==> src/rtl/alu_issue_stage.sv <==
// Decode/operand-select stage feeding the ALU, with a 2-entry skid buffer on the output side.
// Optional macro ALU_ISSUE_BRANCH_EN adds BRANCH decode and the out_branch port.
module alu_issue_stage #(
  parameter int N     = 32,
  parameter int DEPTH = 2
) (
  input  logic         clk,
  input  logic         rst,
  input  logic         in_valid,
  output logic         in_ready,
  input  logic [N-1:0] in_instr,
  input  logic [N-1:0] in_pc,
  input  logic [N-1:0] in_rs1,
  input  logic [N-1:0] in_rs2,
  output logic         out_valid,
  input  logic         out_ready,
  output logic [N-1:0] out_a,
  output logic [N-1:0] out_b,
  output logic [3:0]   out_control,
  output logic [4:0]   out_rd,
  output logic         out_illegal,
`ifdef ALU_ISSUE_BRANCH_EN
  output logic         out_branch,
`endif
  output logic [1:0]   dbg_state_o
);

  // Handshake: a transfer happens on a rising edge where valid & ready are both high.
  // in_ready depends only on occupancy; out_* stay stable while out_valid & ~out_ready.

  localparam logic [1:0] S_EMPTY = 2'd0;
  localparam logic [1:0] S_ONE   = 2'd1;
  localparam logic [1:0] S_FULL  = 2'(DEPTH);

  localparam logic [3:0] C_AND  = 4'b0001;
  localparam logic [3:0] C_OR   = 4'b0010;
  localparam logic [3:0] C_XOR  = 4'b0011;
  localparam logic [3:0] C_SLL  = 4'b0101;
  localparam logic [3:0] C_SRL  = 4'b0110;
  localparam logic [3:0] C_SRA  = 4'b0111;
  localparam logic [3:0] C_ADD  = 4'b1000;
  localparam logic [3:0] C_SUB  = 4'b1100;
  localparam logic [3:0] C_SLT  = 4'b1101;
  localparam logic [3:0] C_SLTU = 4'b1111;

  typedef struct packed {
    logic [N-1:0] a;
    logic [N-1:0] b;
    logic [3:0]   ctrl;
    logic [4:0]   rd;
    logic         illegal;
`ifdef ALU_ISSUE_BRANCH_EN
    logic         branch;
`endif
  } entry_t;

  logic [1:0] state_q, state_d;
  logic       init_q;
  entry_t     e0_q, e0_d, e1_q, e1_d;
  entry_t     dec;
  logic       dec_ok;
  logic       push, pop;

  logic [6:0] opcode;
  logic [2:0] funct3;
  logic [6:0] funct7;
  logic       unused_rs1_field;

  assign opcode = in_instr[6:0];
  assign funct3 = in_instr[14:12];
  assign funct7 = in_instr[31:25];
  assign unused_rs1_field = ^in_instr[19:15];

  function automatic logic [3:0] f3_ctrl(input logic [2:0] f3);
    case (f3)
      3'b000:  f3_ctrl = C_ADD;
      3'b001:  f3_ctrl = C_SLL;
      3'b010:  f3_ctrl = C_SLT;
      3'b011:  f3_ctrl = C_SLTU;
      3'b100:  f3_ctrl = C_XOR;
      3'b101:  f3_ctrl = C_SRL;
      3'b110:  f3_ctrl = C_OR;
      default: f3_ctrl = C_AND;
    endcase
  endfunction

  always_comb begin
    dec      = '0;
    dec_ok   = 1'b1;
    dec.rd   = in_instr[11:7];
    dec.ctrl = C_ADD;
    case (opcode)
      7'b0110011: begin
        dec.a = in_rs1;
        dec.b = in_rs2;
        if (funct7 == 7'b0000000) begin
          dec.ctrl = f3_ctrl(funct3);
        end else if (funct7 == 7'b0100000 && funct3 == 3'b000) begin
          dec.ctrl = C_SUB;
        end else if (funct7 == 7'b0100000 && funct3 == 3'b101) begin
          dec.ctrl = C_SRA;
        end else begin
          dec_ok = 1'b0;
        end
      end
      7'b0010011: begin
        dec.a = in_rs1;
        if (funct3 == 3'b001 || funct3 == 3'b101) begin
          // Shifts take only the 5-bit shamt; funct7 selects SRL vs SRA.
          dec.b = {27'b0, in_instr[24:20]};
          if (funct3 == 3'b001) begin
            dec.ctrl = C_SLL;
            dec_ok   = (funct7 == 7'b0000000);
          end else if (funct7 == 7'b0000000) begin
            dec.ctrl = C_SRL;
          end else if (funct7 == 7'b0100000) begin
            dec.ctrl = C_SRA;
          end else begin
            dec_ok = 1'b0;
          end
        end else begin
          dec.b    = {{20{in_instr[31]}}, in_instr[31:20]};
          dec.ctrl = f3_ctrl(funct3);
        end
      end
      7'b0110111: begin
        dec.a = '0;
        dec.b = {in_instr[31:12], 12'b0};
      end
      7'b0010111: begin
        dec.a = in_pc;
        dec.b = {in_instr[31:12], 12'b0};
      end
`ifdef ALU_ISSUE_BRANCH_EN
      7'b1100011: begin
        dec.a = in_rs1;
        dec.b = in_rs2;
        case (funct3)
          3'b000, 3'b001: dec.ctrl = C_SUB;
          3'b100, 3'b101: dec.ctrl = C_SLT;
          3'b110, 3'b111: dec.ctrl = C_SLTU;
          default:        dec_ok   = 1'b0;
        endcase
        if (dec_ok) begin
          dec.rd     = 5'd0;
          dec.branch = 1'b1;
        end
      end
`endif
      default: dec_ok = 1'b0;
    endcase
    if (!dec_ok) begin
      dec.a       = '0;
      dec.b       = '0;
      dec.ctrl    = C_ADD;
      dec.illegal = 1'b1;
`ifdef ALU_ISSUE_BRANCH_EN
      dec.branch  = 1'b0;
`endif
    end
  end

  // init_q keeps in_ready low until the first edge after reset release.
  assign in_ready  = init_q & (state_q != S_FULL);
  assign out_valid = (state_q != S_EMPTY);
  assign push      = in_valid & in_ready;
  assign pop       = out_valid & out_ready;

  always_comb begin
    state_d = state_q;
    e0_d    = e0_q;
    e1_d    = e1_q;
    case (state_q)
      S_EMPTY: begin
        if (push) begin
          e0_d    = dec;
          state_d = S_ONE;
        end
      end
      S_ONE: begin
        if (push && pop) begin
          e0_d = dec;
        end else if (push) begin
          e1_d    = dec;
          state_d = S_FULL;
        end else if (pop) begin
          state_d = S_EMPTY;
        end
      end
      S_FULL: begin
        if (pop) begin
          e0_d    = e1_q;
          state_d = S_ONE;
        end
      end
      default: state_d = S_EMPTY;
    endcase
  end

  always_ff @(posedge clk or negedge rst) begin
    if (!rst) begin
      state_q <= S_EMPTY;
      init_q  <= 1'b0;
      e0_q    <= '0;
      e1_q    <= '0;
    end else begin
      state_q <= state_d;
      init_q  <= 1'b1;
      e0_q    <= e0_d;
      e1_q    <= e1_d;
    end
  end

  assign out_a       = e0_q.a;
  assign out_b       = e0_q.b;
  assign out_control = e0_q.ctrl;
  assign out_rd      = e0_q.rd;
  assign out_illegal = e0_q.illegal;
`ifdef ALU_ISSUE_BRANCH_EN
  assign out_branch  = e0_q.branch;
`endif
  assign dbg_state_o = state_q;

endmodule

==> config.mk <==
export PLATFORM = sky130hd
export DESIGN_NAME = alu_issue_stage
export DESIGN_NICKNAME = d
export VERILOG_FILES = /design/src/rtl/alu_issue_stage.sv
export SDC_FILE = /design/constraint.sdc
export NUM_CORES = 1
export LEC_CHECK = 0
export CORE_ASPECT_RATIO = 1.75
export CORE_UTILIZATION = 35
export DETAILED_ROUTE_END_ITERATION = 10
export SYNTH_ARGS = -nofsm -noshare
export SYNTH_HDL_FRONTEND = slang
export SYNTH_SLANG_ARGS = --single-unit
==> constraint.sdc <==
create_clock -name clk -period 2.21 [get_ports clk]
set_input_delay 0.5525 -clock clk [delete_from_list [all_inputs] [get_ports clk]]
set_output_delay 0.5525 -clock clk [all_outputs]
set_load 0.05 [all_outputs]
==> summary.md, run 1 <==
| Metric | Value |
|---|---|
| Status | completed |
| Synth top area cells | dfrtp_1, nand2_1, o31ai_2 |
| DRC | 0 |
| DIE HEIGHT | between 200 and 250 um |
| Multi-input gate area | 0.00381 mm2 |
| Top-area cell type share of the netlist area | 0.478 |
| Ys Warns | 0 |
| Critical R2R Launch | dbg_state_o[1] |
| Vias in the first global route | around 7400 |
| Cell count after synthesis | 858 |
| Min Tclk post-route | around 2.2 ns |
| DP Area | 0.0113 mm2 |
| Area leader, netlist | dfrtp_1 |
| Avg Inst Size Synth | 9.21 um2 |
| PortBufs | 209 |
| Min-delay worst type | input port to asynchronous set/reset pin |
| Placed instance count | about 1400 |
| Die width | 116 um |
| CP peak stage delay | 0.84 ns |
| Total core area | 0.0222 mm2 |
| Initial antenna violation count | 0 |
| I/O Pins | 210 |
| Slowest CP cell | clkdlybuf4s50_1 |
| CTS tree | done |
| Routed Antenna Nets | 0 |
| Adder-cell share of the synthesized area | 0 |
| Net count after synthesis | 990 |
| Hold Buf Count CTS | 0 |
| Fmax | 456 MHz |
| Max-cap check violation count | 0 |
| Total negative slack | 0 ns |
| CTS Buf Count | 17 |
| Ys async rst share | 1.00 |
| Largest family of logic cells by synthesized area | compound AO/OA/AOI/OAI gates |
| Cell family with most CP delay | buffers and inverters |
| Power per cell area | 803 mW/mm2 |
| Reg2Reg Setup Slack | 0.39 ns |
| Gr ovfl total | 0 |
| Routed Wire Length | 25900 um |
| Clk sinks | 151 |
| Crit Path Max Fanout | 2 |
| Area growth, synth to finish | 50.9% |
| Initial Utilization | 0.357 |
| Post-layout util | 0.538 |
| Final setup vio count | 0 |
| Seq pwr share | 0.351 |
| Largest net degree at the start of global routing | 64 |
| VDD IR max | roughly 0.46 mV |
| Sw power | 3.46 mW |
| Nets@finish | about 1300 |
| Number of diodes | 0 |
| Critical path class | flop to primary output |
| Number of vias per cell | 5.22 |
| Slew Viols, Final | 0 |
| First-pass GRT wire length | 40200 um |
| Worst Clk Skew | about 0.013 ns |
| Synth Register Bits | between 150 and 200 |
| Worst-path clk slew | 0.06 ns |
| Compound-cell area share of the yosys netlist | 0.286 |
| CP endpoint kind | primary output |
| Root Buffer | clkbuf_16 |
| Register area | 0.00378 mm2 |
| Synth Area in Simple Gates | 0.175 |
| Post-synth top cells | nand2_1, dfrtp_1, clkbuf_1, o31ai_2, o21ai_1 |
| Share of cells above drive strength 1 | 0.232 |
| Logic pwr share | 0.330 |
| Top_reg_cell synth | dfrtp_1 |
| H-tree levels | 4 |
| Critical Path RT | 1.66 ns |
| Fin cells | 1442 |
| Site row count | 72 |
| Final hold viol count | 0 |
| Cells on worst reg2reg path | 4 |
| R2r endpoint | out_b[25] |
| Pint | a little over 6 mW |
| P_leak | 4.97 nW |
| Clock share of power | 0.319 |
| Arrival @ worst endpoint | 1.64 ns |
| Sw Share | 0.361 |
| Synth Area in XOR/XNOR | 0.00111 |
| Postcts setup bufs | 0 |
| Clk buf depth | 2 |
| Dpl hpwl | about 19000 um |
| Wire per inst | 18.0 um |
| Post-synthesis mux area share | 0.00918 |
| Rel. slew slack | 0.626 |
| Cell with the most instances after synthesis | nand2_1 |
| Area of the mapped netlist | 0.00790 mm2 |
| Fin crit share | 0.992 |
| Post-synth EDFFs | 0 |
| Crit-path cells | clkdlybuf4s50_1 |
| First drt pass iteration count | 5 |
| Fillers | ~2100 |
| Startpoint types | flop |
| Seq/Total Area, Yosys | 0.478 |
| Synth unique cells | 49 |
| RSZ-0062 raised after global routing | false |
| DRT iter0 DRCs | 400 |
| Clock Latency Late Sink | 0.43 ns |
| Die area | 0.0232 mm2 |
| Placer Congestion | 0.890 |
| Buffers and inverters on the worst path | 1 |
| GRT Total Usage | 0.229 |
| Post-route cell area | 0.0119 mm2 |
| Tightest Pin Transition | 0.559 ns |
| DR vias | 7532 |
==> kinds of logic after synthesis <==
group | count (synthesis)
AOI/OAI and AO/OA | 288
and+or+nand+nor | 322
xor gates and xnor gates | 1
muxes | 7
DFF | 151
other | 1
buffers and inverters | 88
==> flip-flops by register name, summed over array words and instances (netlist names) <==
signal       cells
e1_q            74
dbg_state_o      2
out_a           32
init_q           1
out_illegal      1
out_rd           5
out_b           32
out_control      4
==> timing repair <==
item                       CTS  global route
pin swaps                    0             4
setup endpoints to repair    2           116
resized for setup            2            17
==> cell type report <==
cell class	count	share of cell area
multi-input combinational	619	0.320
sequential	151	0.317
timing repair buffer	340	0.280
clock buffer	19	0.0372
tap	296	0.0311
clock inverter	13	0.0144
inverter	4	0.00126
==> power by group through the flow <==
stage / Sequential [mW] / Clock, mW / Combinational (mW)
CTS: 3.37 / 3.11 / 3.19
detailed placement: 3.42 / 0 / 3.19
global route: 3.41 / 3.21 / 3.33
global placement: 3.42 / 0 / 3.17
finish: 3.36 / 3.05 / 3.16
floorplan: 4.55 / 0 / 0.642
==> stage by stage <==
stage	worst slack (ns)	power (mW)	hold slack, ns
floorplan	0.0135	5.19	0.257
global placement	-0.398	6.59	0.454
detailed placement	-0.442	6.61	0.463
CTS	0.00479	9.68	0.0413
global route	0.000239	9.95	0.0574
finish	0.0176	9.58	0.0441
==> worst max path at each step <==
stage | cells past startpoint | slack, ns | to | start
after floorplan | 6 | 0.01 | in_ready | dbg_state_o[1]
after global placement | 7 | -0.40 | out_b[18] | in_instr[25]
after detailed placement | 7 | -0.44 | out_b[16] | in_instr[25]
after CTS | 7 | 0.005 | out_b[25] | in_instr[25]
after global routing | 1 | 0.0002 | out_a[1] | out_a[1]
final | 1 | 0.02 | out_a[1] | out_a[1]
==> routing by layer <==
layer	vias up	share of wire	global-route usage
met2	229	0.54	0.418
met1	3604	0.39	0.261
met4	0	0.025	0.0881
met3	39	0.044	0.0350
met5	-	0	0
li1	3660	-	-
==> cells in the final DEF, fill, tap and decap left out, drive strengths merged, types with 3 or more instances in the layout <==
cell type	Yosys	layout
clkbuf	65	19
nor3	35	35
dfrtp	151	151
and3	4	4
nor4	8	8
inv	4	6
clkdlybuf4s50	0	163
dlymetal6s2s	0	13
mux2i	5	5
a21oi	23	23
o21ai	79	79
nand2	233	233
or2	4	4
clkinv	0	6
o22a	32	32
a31oi	25	25
a22o	25	25
bufinv	0	3
buf	19	162
nor2	19	19
nand2b	4	4
a32oi	33	33
nor2b	6	6
o31ai	57	57
No activity file was read; power rests on OpenSTA's default activity.
==> run 2: changes to the inputs <==
- CTS_CLUSTER_SIZE: default -> 30
==> results of run 2 <==
Same layout as run 1: the final DEF is identical, and so are final timing and power.
==> run 3: changes to the inputs <==
- CTS_CLUSTER_DIAMETER: default -> 100
==> results of run 3 <==
Same layout as run 1: the final DEF is identical, and so are final timing and power.
